$ cat config.mk
export PLATFORM = sky130hd
export DESIGN_NAME = apb_mem_slave
export DESIGN_NICKNAME = d
export VERILOG_FILES = /design/src/rtl/apb_mem_slave.sv
export SDC_FILE = /design/constraint.sdc
export NUM_CORES = 1
export LEC_CHECK = 0
export CAP_MARGIN = 30
export CORE_MARGIN = 3
export CORE_UTILIZATION = 40
export DETAILED_ROUTE_END_ITERATION = 7
export GPL_TIMING_DRIVEN = 0
export PLACE_DENSITY_LB_ADDON = 0.1
export SYNTH_ARGS = -nofsm -noshare
export SYNTH_HDL_FRONTEND = slang
export SYNTH_SLANG_ARGS = --single-unit
export TNS_END_PERCENT = 30
$ cat constraint.sdc
create_clock -name clk -period 4.2 [get_ports clk]
set_clock_uncertainty 0.2 [all_clocks]
set_input_delay 0.84 -clock clk [delete_from_list [all_inputs] [get_ports clk]]
set_output_delay 0.84 -clock clk [all_outputs]
set_load 0.02 [all_outputs]
$ cat src/rtl/apb_mem_slave.sv
// ----------------------------------------------------------------------------
// apb_mem_slave
//   APB completer that fronts a synchronous single-port memory.
//   Setup latches the request. A programmable number of wait cycles follows.
//   One MEM cycle then issues the memory strobe, and one RESP cycle raises
//   ready. Out-of-range or misaligned requests skip MEM and respond with
//   slverr.
//
// Ports
//   clk, rst_n                      clock, async active-low reset
//   sel, enable, write, strb,
//   addr, wdata                     APB request
//   ready, slverr, rdata            APB response (valid while ready=1)
//   mem_wr, mem_rd, mem_be,
//   mem_address, mem_data_in        memory request (registered)
//   mem_data_out                    memory read data, one cycle after mem_rd
// ----------------------------------------------------------------------------
module apb_mem_slave #(
  parameter int                    DATA_WIDTH  = 32,
  parameter int                    ADDR_WIDTH  = 32,
  parameter logic [ADDR_WIDTH-1:0] BASE_ADDR   = '0,
  parameter int                    MEM_WORDS   = 1024,
  parameter int                    WAIT_STATES = 0
) (
  input  logic                    clk,
  input  logic                    rst_n,
  input  logic                    sel,
  input  logic                    enable,
  input  logic                    write,
  input  logic [DATA_WIDTH/8-1:0] strb,
  input  logic [ADDR_WIDTH-1:0]   addr,
  input  logic [DATA_WIDTH-1:0]   wdata,
  output logic                    ready,
  output logic                    slverr,
  output logic [DATA_WIDTH-1:0]   rdata,
  output logic                    mem_wr,
  output logic                    mem_rd,
  output logic [DATA_WIDTH/8-1:0] mem_be,
  output logic [ADDR_WIDTH-1:0]   mem_address,
  output logic [DATA_WIDTH-1:0]   mem_data_in,
  input  logic [DATA_WIDTH-1:0]   mem_data_out
);

  localparam int NB  = DATA_WIDTH / 8;
  localparam int OFS = $clog2(NB);

  // One extra bit so the end-of-window bound cannot wrap.
  localparam logic [ADDR_WIDTH:0]   LIMIT      = {1'b0, BASE_ADDR} +
                                                 (ADDR_WIDTH+1)'(MEM_WORDS * NB);
  localparam logic [ADDR_WIDTH-1:0] ALIGN_MASK = ADDR_WIDTH'(NB - 1);

  typedef enum logic [1:0] {S_IDLE, S_WAIT, S_MEM, S_RESP} state_t;

  state_t                  r_state;
  logic [3:0]              r_cnt;
  logic                    r_write;
  logic                    r_err;
  logic [NB-1:0]           r_strb;
  logic                    r_ready;
  logic                    r_slverr;
  logic                    r_rd_ok;
  logic                    r_mem_wr;
  logic                    r_mem_rd;
  logic [NB-1:0]           r_mem_be;
  logic [ADDR_WIDTH-1:0]   r_mem_address;
  logic [DATA_WIDTH-1:0]   r_mem_data_in;

  logic                    w_err;
  logic [ADDR_WIDTH-1:0]   w_idx;

  assign w_err = (addr < BASE_ADDR) || ({1'b0, addr} >= LIMIT) ||
                 ((addr & ALIGN_MASK) != '0);
  assign w_idx = (addr - BASE_ADDR) >> OFS;

  always_ff @(posedge clk or negedge rst_n) begin
    if (!rst_n) begin
      r_state       <= S_IDLE;
      r_cnt         <= '0;
      r_write       <= 1'b0;
      r_err         <= 1'b0;
      r_strb        <= '0;
      r_ready       <= 1'b0;
      r_slverr      <= 1'b0;
      r_rd_ok       <= 1'b0;
      r_mem_wr      <= 1'b0;
      r_mem_rd      <= 1'b0;
      r_mem_be      <= '0;
      r_mem_address <= '0;
      r_mem_data_in <= '0;
    end else begin
      // Strobes and response flags are single-cycle pulses by default.
      r_ready  <= 1'b0;
      r_slverr <= 1'b0;
      r_rd_ok  <= 1'b0;
      r_mem_wr <= 1'b0;
      r_mem_rd <= 1'b0;
      r_mem_be <= '0;
      case (r_state)
        S_IDLE: begin
          if (sel && !enable) begin
            r_write       <= write;
            r_err         <= w_err;
            r_strb        <= strb;
            r_mem_address <= w_idx;
            r_mem_data_in <= wdata;
            r_cnt         <= 4'(WAIT_STATES);
            r_state       <= S_WAIT;
          end
        end
        S_WAIT: begin
          if (!sel) begin
            r_state <= S_IDLE;                // master aborted
          end else if (r_cnt != '0) begin
            r_cnt <= r_cnt - 4'd1;
          end else if (r_err) begin
            r_state  <= S_RESP;
            r_ready  <= 1'b1;
            r_slverr <= 1'b1;
          end else begin
            r_state <= S_MEM;
            if (r_write) begin
              // An all-zero strobe write completes without touching memory.
              r_mem_wr <= |r_strb;
              r_mem_be <= r_strb;
            end else begin
              r_mem_rd <= 1'b1;
              r_mem_be <= '1;
            end
          end
        end
        S_MEM: begin
          if (!sel) begin
            r_state <= S_IDLE;
          end else begin
            r_state <= S_RESP;
            r_ready <= 1'b1;
            r_rd_ok <= !r_write;
          end
        end
        default: r_state <= S_IDLE;         // S_RESP lasts one cycle
      endcase
    end
  end

  assign ready       = r_ready;
  assign slverr      = r_slverr;
  // Memory data only arrives in the RESP cycle, so it is gated, not flopped.
  assign rdata       = r_rd_ok ? mem_data_out : '0;
  assign mem_wr      = r_mem_wr;
  assign mem_rd      = r_mem_rd;
  assign mem_be      = r_mem_be;
  assign mem_address = r_mem_address;
  assign mem_data_in = r_mem_data_in;

endmodule

==> impl_metrics.toml, run 1 <==
[timing]
setup-violations-final = 0
tightest_slew_ns = 0.516
rsz0062_at_grt = "no"
slew_viol_final = 0
setup_tns_ns = 0
relSlewSlack_pct = 65.6
fin_crit_sh_pct = 73.9
fin_ws_ns = 1.10
hold_viol = 0
min_period_ns = 3.10
fmax_mhz = 322

[power_and_ir_drop]
power_mw = 3.75
internal-power_mw = 2.43
power_frac_seq_pct = 35.7
combPwrFrac_pct = 49.0
p_per_area_nw_per_um2 = 634
vdd_drop_max_v = 0.000410
clock_power_share_pct = 15.3
p_leak_nw = 2.51
switchingPower_mw = 1.32
p_sw_share_pct = 35.3

[route]
vias = 2836
wl_per_cell_um = 15.7
drcViolationCount = 0
postRouteAntennaNets = 0
drt_iter0_drc = 82
via_per_inst = 4.81
routed_wl_um = 9230
first_pass_iters = 4

[layout]
syn_to_final_growth_pct = 69.2
final_common_cell = "clkdlybuf4s50_1"
final_cell_mix = "205 x clkdlybuf4s50_1, 83 x dfrtp_1, 68 x mux2_2"
final_layout_size_suffix_gt1_share_pct = 19.6
layout.nets = 589
final_cells = 589
design_area_um2 = 5920
n_antenna_cell = 0

[synth]
ys_ff_latch = 83
synth_edf_count = 0
synth_warnings = 0
ys.flop_type = "dfrtp_1"
syn-cell-area_um2 = 3500
synth_cell_type_count = 30
async_reset_ff_share_pct = 100
synthCells = 260
synth-seq-area-share_pct = 59.4
avgSynthCellArea_um2 = 13.5

[placed_design]
dpl.cell_count = 573
placed_cell_area_um2 = 5720
gp_congestion = 0.811
place_ws_ns = 1.08
io_buffers = 206
place_hpwl_um = 7400

[clock_tree]
htreeDepth = 3
clk_pin_slew_ns = 0.09
post_cts_resize_count = 0
cts_setup_buffers = 0
hold_buffers = 0
root_buffer = "clkbuf_8"
clk_latency_ns = 0.35
cts.sinks = 83
cts_buffer_depth = 2
cts_made_buffers = 9
cts_tree = "yes"

[critical_path]
critical_path_arrival_ns = 2.06
cp.required_ns = 3.16
start_kind = "input pin"
crit_chain = "clkdlybuf4s50_1 -> and2_1 -> clkdlybuf4s50_1"
path_buf_inv = 2
cp_top_family = "buffers and inverters"
max_stage_delay_ns = 0.64
crit_path_top_delay_cell = "clkdlybuf4s50_1"
critPathMostFrequentCell = "clkdlybuf4s50_1"
timing.critical_path.fanout_max = 1
criticalPathCategory = "in2out"
cp-end-kind = "output pin"

[floorplan]
coreArea_um2 = 8340
die_h_um = 99.5
dieArea_um2 = 9900
start_util_pct = 41.9
io_pins = 209
rows = 33
dieWidth_um = 99.5

[global_routing]
grt_pass1_vias = 2940
grt_pass1_wl_um = 14600
antenna_found_initial = 0
grt_max_degree = 46
grtUsageTotal_pct = 18.9
gr-total-overflow = 0

[status]
status = "complete, no violations"

[flow_run]
maxCapViolCount = 0

[worst_hold_path]
hold_path_class = "in2async"
[cell families after synthesis]
logic type	count (synthesis)	synth area share [%]
muxes	69	22.2
AOI/OAI and AO/OA	16	2.90
buffers and inverters	23	2.93
and+or+nand+nor	63	10.7
other	1	0.107
adders and majority gates	5	1.79
DFF	83	59.4
[power groups by stage]
stage | logic, mW | clock network (mW) | registers [mW]
6_report | 1.84 | 0.574 | 1.34
2_1_floorplan | 0.549 | 0 | 1.73
3_3_place_gp | 1.83 | 0 | 1.34
4_1_cts | 1.87 | 0.594 | 1.34
3_5_place_dp | 1.86 | 0 | 1.36
5_1_grt | 1.96 | 0.628 | 1.38
[cell type report]
class	count	area, um^2
plain buffers	13	65.1
clock buffers	9	124
clock inverters	7	73.8
fillers	599	2420
inverters	10	37.5
multi-input cells	155	1320
flip-flops and latches	83	2080
well taps	105	131
repair buffers	207	2090
[through the flow]
stage	hold WS, ns	util (%)
6_report	0.250	70.9
2_1_floorplan	0.265	-
5_1_grt	0.276	70.9
3_3_place_gp	0.286	68.3
3_5_place_dp	0.292	68.6
4_1_cts	0.259	70.9
[routing by layer]
metal  global-route usage [%]  part of all wire (%)  vias up
met4                     5.04                  0.82        0
met3                     8.20                    11        7
met1                     21.0                    36     1367
li1                         -                     -     1329
met2                     33.3                    52      133
met5                        0                     0        -
[path summary, 6_finish.rpt]
check	slack, ns	end	startpoint	cells past startpoint
setup reg to reg	1.89	mem_data_in[0]	r_state[0]	6
min in group clk	0.31	mem_data_in[9]	mem_data_in[9]	1
hold / removal	0.25	mem_data_in[23]	rst_n	1
setup / recovery	1.10	rdata[8]	mem_data_out[8]	3
max in group asynchronous	2.95	r_cnt[2]	rst_n	2
hold reg to reg	0.31	mem_data_in[9]	mem_data_in[9]	1
[Yosys cell counts (all sizes together) (2+ instances only)]
library cell | n | area [um^2]
inv | 10 | 37.5
or3 | 2 | 12.5
dfrtp | 83 | 2080
buf | 9 | 50.0
or4 | 3 | 22.5
clkbuf | 4 | 15.0
nand2 | 8 | 30.0
nor4 | 4 | 25.0
a21oi | 6 | 30.0
o21ai | 3 | 15.0
nand3b | 2 | 15.0
ha | 5 | 62.6
nand2b | 3 | 18.8
and2 | 32 | 200
nor2 | 5 | 18.8
mux2 | 68 | 766
[sequential cells by signal (all words and copies together) (netlist names), 2 cells and up]
register	cells
mem_address	30
mem_be	4
mem_data_in	32
r_cnt	4
r_state	2
r_strb	4
[worst reg2reg max path, cell delays in order (launching register included)]
cell and delay, ns:
dfrtp_1 0.38, inv_1 0.09, ha_1 0.25, nand3b_1 0.31, buf_2 0.31, buf_2 0.30, mux2_2 0.37
No activity file was read; power rests on OpenSTA's default activity.
==> inputs of run 2 (changes only) <==
CORE_UTILIZATION = 38   (was 40)
clock period = 2.9 ns   (was 4.2 ns; I/O delays follow)
==> impl_metrics.toml, run 2 (synthesis results as in run 1) <==
[critical_path]
cp.required_ns = 2.12
critical_path_arrival_ns = 1.84
start_kind = "flip-flop"
criticalPathCategory = "reg2out"
worst-r2r-cell-count = 6
crit_chain = "clkbuf_1 -> and2_1 -> clkdlybuf4s50_1"
path_depth = 3
r2r_start = "r_state[1]"
startpoint = "r_rd_ok"
max_stage_delay_ns = 0.63
cp_top_family = "buffers and inverters"
path_buf_inv = 2
cp-end-kind = "output pin"
timing.critical_path.fanout_max = 10
crit_path_top_delay_cell = "clkdlybuf4s50_1"

[timing]
relSlewSlack_pct = 64.0
slew_viol_final = 0
hold_viol = 0
setup-violations-final = 0
tightest_slew_ns = 0.539
fmax_mhz = 382
fin_crit_sh_pct = 90.3
min_period_ns = 2.62
fin_ws_ns = 0.281
rsz0062_at_grt = "no"
setup_tns_ns = 0

[route]
postRouteAntennaNets = 0
drt_iter0_drc = 48
wl_per_cell_um = 16.0
first_pass_iters = 4
via_per_inst = 4.78
drcViolationCount = 0
vias = 2830
routed_wl_um = 9490

[floorplan]
start_util_pct = 39.5
rows = 34
io_pins = 209
dieArea_um2 = 10400
dieWidth_um = 102
coreArea_um2 = 8850
die_h_um = 102

[clock_tree]
clk_latency_ns = 0.35
cts_tree = "yes"
cts_buffer_depth = 2
cts.sinks = 83
post_cts_resize_count = 0
cts_setup_buffers = 0
htreeDepth = 3
hold_buffers = 0
root_buffer = "clkbuf_8"
cts_made_buffers = 9
clk_pin_slew_ns = 0.08

[global_routing]
grt_pass1_vias = 3007
gr-total-overflow = 0
grt_max_degree = 44
antenna_found_initial = 0
grtUsageTotal_pct = 18.3
grt_pass1_wl_um = 14700

[layout]
largest_reg_flops = 32
n_antenna_cell = 0
syn_to_final_growth_pct = 69.3
final_layout_size_suffix_gt1_share_pct = 19.4
final_cells = 592
final_cell_mix = "205 x clkdlybuf4s50_1, 83 x dfrtp_1, 68 x mux2_2"
layout.nets = 589
final_common_cell = "clkdlybuf4s50_1"

[power_and_ir_drop]
p_per_area_nw_per_um2 = 919
p_leak_nw = 2.50
vdd_drop_max_v = 0.000623

[status]
status = "complete, no violations"

[placed_design]
gp_congestion = 0.749
io_buffers = 206
place_ws_ns = 0.148
dpl.cell_count = 576
place_hpwl_um = 7610

[flow_run]
maxCapViolCount = 0

[worst_hold_path]
hold_path_class = "in2async"
run 2: power by group:
part	internal [mW]	total [mW]	switching, mW
Combinational	1.44	2.66	1.22
Clock	0.425	0.843	0.418
Sequential	1.67	1.94	0.263
Total	3.53	5.44	1.91
run 2: worst paths after layout:
| path | to | slack [ns] |
|---|---|---|
| min in group clk | mem_address[2] | 0.31 |
| setup reg to reg | mem_address[28] | 0.58 |
| hold reg to reg | mem_address[2] | 0.31 |
| setup / recovery | rdata[28] | 0.28 |
| max in group asynchronous | r_rd_ok | 1.89 |
| hold / removal | mem_address[8] | 0.004 |
run 2: stage by stage:
stage	utilization, %	total power [mW]	hold slack [ns]	area, um^2
floorplan	-	3.30	0.0844	3500
global placement	64.4	4.59	0.286	5700
detailed placement	64.6	4.65	0.292	5720
CTS	66.9	5.52	0.0135	5920
global route	66.9	5.76	0.0267	5920
finish	66.9	5.44	0.00431	5920
run 2: final cells by class:
cell class                      count  area [um^2]
Tap cell                          108          135
Sequential cell                    83         2080
Buffer                             13         65.1
Multi-Input combinational cell    155         1320
Inverter                           10         37.5
Clock inverter                      5         62.6
Fill cell                         697         2930
Clock buffer                       11          141
Timing Repair Buffer              207         2080
run 2: layer usage:
metal | vias up | routed length [um] | part of all wire, % | GRT usage (%)
met1 | 1354 | 3440 | 36 | 19.9
met3 | 11 | 1050 | 11 | 8.26
li1 | 1328 | - | - | -
met2 | 137 | 4830 | 51 | 32.3
met5 | - | 0 | 0 | 0
met4 | 0 | 165 | 1.7 | 5.25
run 2: worst reg2reg max path: cells and delay by family, from the launching register on:
family                     cells  cell delay, ns
adders and majority gates      1            0.25
buffers and inverters          3            0.70
DFF                            1            0.40
muxes                          1            0.37
and+or+nand+nor                1            0.29
==> edit (config.mk and constraints of run 2) <==
The 4 states of `state_t` get a one-hot encoding in 4 bits.
--- a/src/rtl/apb_mem_slave.sv
+++ b/src/rtl/apb_mem_slave.sv
@@ -49,7 +49,7 @@
                                                  (ADDR_WIDTH+1)'(MEM_WORDS * NB);
   localparam logic [ADDR_WIDTH-1:0] ALIGN_MASK = ADDR_WIDTH'(NB - 1);
 
-  typedef enum logic [1:0] {S_IDLE, S_WAIT, S_MEM, S_RESP} state_t;
+  typedef enum logic [3:0] {S_IDLE = 4'b0001, S_WAIT = 4'b0010, S_MEM = 4'b0100, S_RESP = 4'b1000} state_t;
 
   state_t                  r_state;
   logic [3:0]              r_cnt;
Function: no difference found for any inputs over 10 cycles, from zero or initial values and one cycle with rst_n low; not proved beyond that.
==> edit against run 2 <==
Sequential cell count is 2 higher. Clock power down 11%. Worst setup slack better by 0.020 ns. Largest cell class unchanged. Critical endpoint is now rdata[12]. Routed wire length grew 1.9%. Power fell by 28%. Design area increased by 3.5%. Area after synthesis grew 5.5%. First-iteration DRC count grew 71%.
==> edit: results <==
export IMPL_timing_rr_end="mem_data_in[3]$_DFFE_PN0P_"
export IMPL_syn_avg_cell_area_um2=14.0
export IMPL_vias=2819
export IMPL_layout_nonclk_buf_share_pct=36.0
export IMPL_use_met1_pct=19.4
export IMPL_async_flop_share_pct=100
export IMPL_p_seq_mw=1.61
export IMPL_reg2reg_from="r_state[0]$_DFFE_PN1P_"
export IMPL_r2r_slack_ns=0.49
export IMPL_grt_pass1_wl_um=15400
export IMPL_synth_mux_area_share_pct=23.9
export IMPL_synth_compound_area_share_pct=3.12
export IMPL_multi_input_area_share_pct=23.2
export IMPL_grt_pass1_vias=2944
export IMPL_routed_wl_met2_um=5060
export IMPL_placed_cells=600
export IMPL_synthAdderAreaFrac_pct=0.339
export IMPL_hold_path_class="register to register"
export IMPL_grt_usage_pct=17.8
export IMPL_met1_length_um=3710
export IMPL_synth_area_top_cells="dfrtp_1 57%, mux2_4 12%, mux2_2 12%"
export IMPL_multi_input_gates=155
export IMPL_n_fill_cell=755
export IMPL_ir_drop_mv=0.412
export IMPL_cts_buffer_depth=2
export IMPL_met2_usage_pct=32.6
export IMPL_arrival_ns=1.82
export IMPL_drive_gt1_share_pct=20.1
export IMPL_power_leakage_nw=2.64
export IMPL_routabilityCongestion=0.818
export IMPL_timing_critical_path_slowest_stage_cell="clkdlybuf4s50_1"
export IMPL_wire_per_inst_um=15.7
export IMPL_final_cells=617
export IMPL_grt_max_degree=62
export IMPL_dr_wl_met3_um=792
export IMPL_buffers=223
export IMPL_synth_common_cells="84 x dfrtp_1, 38 x mux2_2, 32 x and2_1"
export IMPL_synth_seq_area_share_pct=57.7
export IMPL_gr_usage_met3_pct=5.59
export IMPL_synth_cell_types=36
export IMPL_ff_latch_area_um2=2130
export IMPL_ys_ff_latch=85
export IMPL_drt_initial_drc_count=82
export IMPL_endpoint="rdata[12]"
export IMPL_first_pass_iters=4
export IMPL_nNonClkInverters=9
export IMPL_status="finished, final reports clean"
export IMPL_cpPeakStageDelay_ns=0.65
export IMPL_hpwlAfterDp_um=7590
export IMPL_p_clk_mw=0.752
export IMPL_clk_pin_slew_ns=0.07
export IMPL_clk_share_pct=2.90
export IMPL_switching_share_pct=31.2
[edit: cell count changes in the layout (fill, tap and decap cells not counted), sizes merged, moves of 3 or more]
| cell | delta |
|---|---|
| nand2 | -7 |
| or4 | -3 |
| ha | -4 |
| buf | +3 |
[edit: logic make-up after synthesis]
family	count (synthesis)
flip-flops	85
multiplexers	69
AND/OR/NAND/NOR	65
buffers and inverters	24
AO/OA/AOI/OAI	18
adder cells (fa/ha/maj)	1
other	1
[edit: through the flow]
stage / setup slack [ns] / cell area [µm²] / power (mW)
finish: 0.302 / 6130 / 3.90
global route: 0.171 / 6130 / 4.11
detailed placement: 0.301 / 5940 / 3.18
global placement: -2.04 / 5920 / 3.15
CTS: 0.244 / 6130 / 3.95
floorplan: 0.687 / 3690 / 2.40
[edit: what timing repair did]
action / CTS / global route
setup endpoints to repair: 0 / 0
endpoints found under the hold margin: 24 / 0
gates resized for setup: 0 / 0
hold buffers: 1 / 0
[edit: worst reg2reg max path, delay by kind of cell (launching register included)]
| kind | cells | cell delay (ns) |
|---|---|---|
| and+or+nand+nor | 2 | 0.57 |
| DFF | 1 | 0.56 |
| muxes | 1 | 0.35 |
| buffers and inverters | 3 | 0.62 |
[edit: worst min-delay path by stage]
| stage | end | slack, ns | cells after the start |
|---|---|---|---|
| 3_5_place_dp | mem_address[26]$_DFFE_PN0P_ | 0.29 | 1 |
| 2_1_floorplan | mem_address[0]$_DFFE_PN0P_ | 0.08 | 0 |
| 5_1_grt | mem_data_in[27]$_DFFE_PN0P_ | 0.32 | 1 |
| 6_report | mem_data_in[15]$_DFFE_PN0P_ | 0.31 | 1 |
| 4_1_cts | mem_address[0]$_DFFE_PN0P_ | 0.31 | 1 |
| 3_3_place_gp | mem_address[0]$_DFFE_PN0P_ | 0.29 | 1 |
